**config.mk**
```make
export PLATFORM = sky130hd
export DESIGN_NAME = rc4_key_search_ctrl
export DESIGN_NICKNAME = d
export VERILOG_FILES = /design/src/rtl/rc4_key_search_ctrl.sv
export SDC_FILE = /design/constraint.sdc
export NUM_CORES = 1
export LEC_CHECK = 0
export CORE_MARGIN = 5
export CORE_UTILIZATION = 26
export DETAILED_ROUTE_END_ITERATION = 16
export PLACE_DENSITY = 0.45
export SYNTH_ARGS = -nofsm -noshare
export SYNTH_HDL_FRONTEND = slang
export SYNTH_SLANG_ARGS = --single-unit
export TNS_END_PERCENT = 100
```
**constraint.sdc**
```tcl
create_clock -name clk -period 5.08 [get_ports clk]
set_clock_uncertainty 0.2 [all_clocks]
set_input_delay 0.508 -clock clk [delete_from_list [all_inputs] [get_ports clk]]
set_output_delay 0.508 -clock clk [all_outputs]
set_load 0.1 [all_outputs]
```
**src/rtl/rc4_key_search_ctrl.sv**
```systemverilog
// Multi-core RC4 key-search controller: issues ascending candidate keys to a
// pool of decrypt cores, gathers verdicts, and stops on first match or exhaustion.
//
// state     | meaning
// ----------+-------------------------------------------------------------
// IDLE      | after reset; waits for go
// RUN       | issuing keys to free cores and accepting verdicts
// DRAIN     | key space fully issued; waiting for outstanding verdicts
// FOUND     | a core reported a match; found_key valid; sticky until go
// EXHAUSTED | every key tested without a match; sticky until go
module rc4_key_search_ctrl #(
   parameter int                 KEY_W     = 24,
   parameter int                 NUM_CORES = 4,
   parameter logic [KEY_W-1:0]   KEY_FIRST = '0,
   parameter logic [KEY_W:0]     KEY_LIMIT = (KEY_W+1)'(32'h0040_0000)
) (
   input  logic                       clk,
   input  logic                       reset,
   input  logic                       go,
   output logic [NUM_CORES-1:0]       core_start,
   output logic [NUM_CORES*KEY_W-1:0] core_key,
   input  logic [NUM_CORES-1:0]       core_done,
   input  logic [NUM_CORES-1:0]       core_match,
   output logic                       core_abort,
   output logic                       busy,
   output logic                       found,
   output logic                       exhausted,
   output logic [KEY_W-1:0]           found_key,
   output logic [KEY_W:0]             keys_tested,
   output logic [2:0]                 state_dbg
);

   typedef enum logic [2:0] {
      IDLE      = 3'd0,
      RUN       = 3'd1,
      DRAIN     = 3'd2,
      FOUND     = 3'd3,
      EXHAUSTED = 3'd4
   } state_t;

   localparam int              CNT_W     = $clog2(NUM_CORES + 1);
   localparam logic [KEY_W+1:0] KEY_SPACE = (KEY_W+2)'(1) << KEY_W;

   state_t                            state, state_n;
   logic [NUM_CORES-1:0]              pending, pending_n;
   logic [NUM_CORES-1:0][KEY_W-1:0]   key_reg, key_n;
   logic [KEY_W:0]                    next_key, next_key_n;
   logic [KEY_W-1:0]                  found_key_n;
   logic [KEY_W:0]                    tested_n;
   logic [NUM_CORES-1:0]              start_n;
   logic                              abort_n;

   logic [NUM_CORES-1:0]              accepted, match_vec, free_vec, issue_oh;
   logic [KEY_W-1:0]                  match_key;
   logic [CNT_W-1:0]                  done_cnt;
   logic [KEY_W+1:0]                  tested_sum;
   logic [KEY_W:0]                    tested_sat;

   always_ff @(posedge clk or negedge reset) begin
      if (!reset) begin
         state       <= IDLE;
         pending     <= '0;
         key_reg     <= '0;
         next_key    <= '0;
         found_key   <= '0;
         keys_tested <= '0;
         core_start  <= '0;
         core_abort  <= 1'b0;
         busy        <= 1'b0;
         found       <= 1'b0;
         exhausted   <= 1'b0;
      end else begin
         state       <= state_n;
         pending     <= pending_n;
         key_reg     <= key_n;
         next_key    <= next_key_n;
         found_key   <= found_key_n;
         keys_tested <= tested_n;
         core_start  <= start_n;
         core_abort  <= abort_n;
         busy        <= (state_n == RUN) || (state_n == DRAIN);
         found       <= (state_n == FOUND);
         exhausted   <= (state_n == EXHAUSTED);
      end
   end

   always_comb begin
      state_n     = state;
      pending_n   = pending;
      key_n       = key_reg;
      next_key_n  = next_key;
      found_key_n = found_key;
      tested_n    = keys_tested;
      start_n     = '0;
      abort_n     = 1'b0;

      accepted  = core_done & pending;
      match_vec = accepted & core_match;
      // a core finishing this cycle is not reissued until the next one
      free_vec  = ~pending & ~core_done;

      issue_oh  = '0;
      match_key = '0;
      done_cnt  = '0;
      for (int i = NUM_CORES-1; i >= 0; i--) begin
         if (free_vec[i]) begin
            issue_oh    = '0;
            issue_oh[i] = 1'b1;
         end
         if (match_vec[i]) match_key = key_reg[i];
      end
      for (int i = 0; i < NUM_CORES; i++) begin
         done_cnt = done_cnt + CNT_W'(accepted[i]);
      end

      tested_sum = {1'b0, keys_tested} + (KEY_W+2)'(done_cnt);
      tested_sat = (tested_sum > KEY_SPACE) ? KEY_SPACE[KEY_W:0] : tested_sum[KEY_W:0];

      case (state)
         IDLE, FOUND, EXHAUSTED: begin
            if (go) begin
               next_key_n  = {1'b0, KEY_FIRST};
               pending_n   = '0;
               tested_n    = '0;
               found_key_n = '0;
               state_n     = RUN;
            end
         end
         RUN, DRAIN: begin
            tested_n = tested_sat;
            if (|match_vec) begin
               found_key_n = match_key;
               abort_n     = 1'b1;
               pending_n   = '0;
               state_n     = FOUND;
            end else begin
               pending_n = pending & ~accepted;
               if (state == RUN) begin
                  if (next_key == KEY_LIMIT) begin
                     state_n = DRAIN;
                  end else if (|issue_oh) begin
                     start_n    = issue_oh;
                     pending_n  = pending_n | issue_oh;
                     next_key_n = next_key + (KEY_W+1)'(1);
                     for (int i = 0; i < NUM_CORES; i++) begin
                        if (issue_oh[i]) key_n[i] = next_key[KEY_W-1:0];
                     end
                     if (next_key_n == KEY_LIMIT) state_n = DRAIN;
                  end
               end else if (pending_n == '0) begin
                  state_n = EXHAUSTED;
               end
            end
         end
         default: state_n = IDLE;
      endcase
   end

   assign core_key  = key_reg;
   assign state_dbg = state;

endmodule

```
==> run summary <==
Main combinational cell family by area after synthesis: simple AND/OR/NAND/NOR gates
Clk root buf: clkbuf_16
Status: finished, final reports clean
Number of diodes: 0
Final TNS setup: 0 ps
RePlAce Congestion: 0.820
Synth Area in Compound Gates: 14.9%
Worst-path cell chain: clkdlybuf4s50_1 -> nand2_1 -> fa_1 -> fa_1 -> inv_1 -> fa_1 -> and2_1 -> nand2_1 -> nor4_1 -> or2_2 -> a21o_1 -> o31ai_4 -> buf_12 -> a21o_1 -> a22o_1
M3 GR Usage: 2.63%
Power Internal: 2.99 mW
Crit share post-route: 85.1%
Number of synthesized flops with an enable pin: 0
Port Buf Inserts: 166
Critical path's slowest cell: fa_1
Post-synth top flop: dfrtp_1
GRT busiest layer: met2
Critical path capture point type: flip-flop
Global Route Usage Sum: 16.3%
Fin cells: 1631
Simple-Gate Fraction of Synth Area: 20.7%
DRT iter0 DRCs: 506
CTS buffer count: 17
Avg Vias per Cell: 5.03
Met1 usage: 22.3%
Most frequent CP cell: fa_1
P_sw: 2.76 mW
Largest net degree at the start of global routing: 101
Fmax: 231 MHz
Crit path DAT: 4450 ps
Area after DPL: 11700 sq um
Worst-Skew Late Latency: 450 ps
Clock share of power: 22.6%
# resized after CTS: 0
HPWL after detailed placement: 22.6 mm
Startpoint types: input port
GR Util met2: 26.6%
Switching Share: 48.0%
Top post-synthesis cells by count: 185 x dfrtp_1, 150 x nand2_1, 85 x o21ai_0
Initial antenna violation count: 0
Reg power frac: 30.9%
Syn avg cell area: 9.33 sq um
Number of max-cap violations: 0
Total power: 5.75 mW
P per Cell Area: 470 nW/um^2
CP max stage delay: 500 ps
Width of the die: 202 microns
Wire per inst: 20.5 microns
Ys async rst share: 100%
Final setup vio count: 0
Slew headroom: 28.7%
Post-layout min period: 4320 ps
Routed vias: 8202
Post-route ant nets: 0
Warnings from Yosys: 0
Die height: 202 microns
Boundary Pins: 167
Rows: 70
Post-synthesis sequential area ratio: 48.2%
Number of global-route vias before repair: 8085
Pre-CTS WS: 351 ps
Setup ws final: 758 ps
Static Leak: 5.27 nW
H-tree levels: 4
CTS clk-pin slew, worst paths: 70 ps
Core area: 36500 sq um
Worst endpoint required time: 5210 ps
CP Max Fanout: 34
Slew Viols, Final: 0
Combinational fraction of design power: 46.5%
Hold WC Path Type: reg2reg
CTS tree: yes
DP Cell Count: 1599
Layout cell share with drive strength beyond 1: 12.5%
Hold WS: 280 ps
Peak supply drop: 0.277 mV
Clk buf depth: 2
Die area: 40900 sq um
Distinct cells, synth: 72
#FFs+latches synth: 185
Post-synthesis mux area share: 9.29%
Share of the synthesized area in the top cell type: 48.2%
Total grt overflow: 0
Least-Margin Pin Slew: 1070 ps
Area grow syn2layout: 27.4%
Adder-cell share of the synthesized area: 1.02%
Number of remaining DRC errors: 0
Largest cells by area after synthesis: dfrtp_1 48%, mux2_2 8.6%, nand2_1 5.9%
Final core utilization: 33.5%
DRT Wirelength: 33.5 mm
DRT Pass-1 Iters: 5
Cell taking the most area after synthesis: dfrtp_1
RSZ-0062 raised after global routing: no
Synthesized Nets: 1046
First-pass GRT wire length: 52.0 mm
Fin. Hold Viols: 0
Worst Path Class, Setup: in2reg
# clock sinks: 185
Layout Nets: 1168
XOR/XNOR share of the synthesized area: 0.821%
Most frequent cell after synthesis: dfrtp_1
Post-Syn Instances: 1029
Initial Utilization: 26.3%
Final Cell Area: 12200 sq um
Mapped Area: 9600 sq um
==> repair_timing <==
action	4_1_cts	5_1_grt
hold endpoints to repair	0	1
buffers inserted	0	0
hold buffers	0	1
==> sequential cells by signal (all words and copies together), names as in the netlist, 3 cells and up <==
| register | cells |
|---|---|
| core_key | 96 |
| keys_tested | 25 |
| next_key | 25 |
| found_key | 24 |
| core_start | 4 |
| pending | 4 |
| state_dbg | 3 |
==> logic make-up after synthesis <==
family | after synthesis
fa+ha+maj | 6
mux | 80
flops | 185
xor+xnor | 9
buf+inv | 113
simple gates | 407
compound gates | 229
==> area by class of cell <==
cell class / instances / area, sq um
inverter: 28 / 105
sequential: 185 / 4630
timing repair buffer: 188 / 1850
fill: 3788 / 24300
clock inverter: 10 / 82.6
clock buffer: 21 / 470
tap: 468 / 586
multi-input combinational: 731 / 4520
==> layout by cell type, fill, tap and decap left out, types with 4 or more instances in the layout <==
cell               n
a22o_1             6
inv_1             28
a21o_1             5
dfrtp_1          185
o31ai_1            8
a21oi_1           55
nand3_1           30
o22ai_1            4
nor3_1            54
xnor2_1            5
and2_1             7
buf_4             20
nor4_4             4
nand2_1          150
o21ai_1            7
nand4_1           17
nor3b_1            4
clkdlybuf4s50_1  165
a221oi_1          24
nor2_1            79
nor4_1             8
or3_1              7
mux2_2            73
and3_1            14
o21ai_0           85
nand2b_1           6
clkbuf_16         17
mux2i_1            7
a31oi_1            5
xor2_1             4
clkbuf_8           4
==> power groups by stage <==
stage               logic, mW  clock network (mW)  registers, mW
global placement         2.72                   0           1.80
detailed placement       2.72                   0           1.80
floorplan                1.21                   0           2.44
finish                   2.67                1.30           1.77
CTS                      2.73                1.34           1.78
global route             2.86                1.40           1.80
==> per-layer routing <==
layer  vias to the layer above  part of all wire, %
met1                      4099                   46
li1                       3899                    -
met4                         0                  1.7
met2                       175                   48
met3                        29                  3.4
met5                         -                    0
==> worst max-delay path, delay by kind of cell <==
kind / cells / cell delay, ps
buffers and inverters: 3 / 770
adders and majority gates: 3 / 1260
AOI/OAI and AO/OA: 4 / 760
and+or+nand+nor: 5 / 1140
==> final timing paths <==
path	to	from	cells after the start	slack, ps
min	found_key[8]	found_key[8]	2	280
max	keys_tested[21]	core_done[0]	15	760
min in group asynchronous	found	reset	2	460
max in group asynchronous	core_key[43]	reset	3	3010
max reg2reg	keys_tested[21]	pending[0]	14	760
min reg2reg	found_key[8]	found_key[8]	2	280
(Power assumes the default switching activity.)
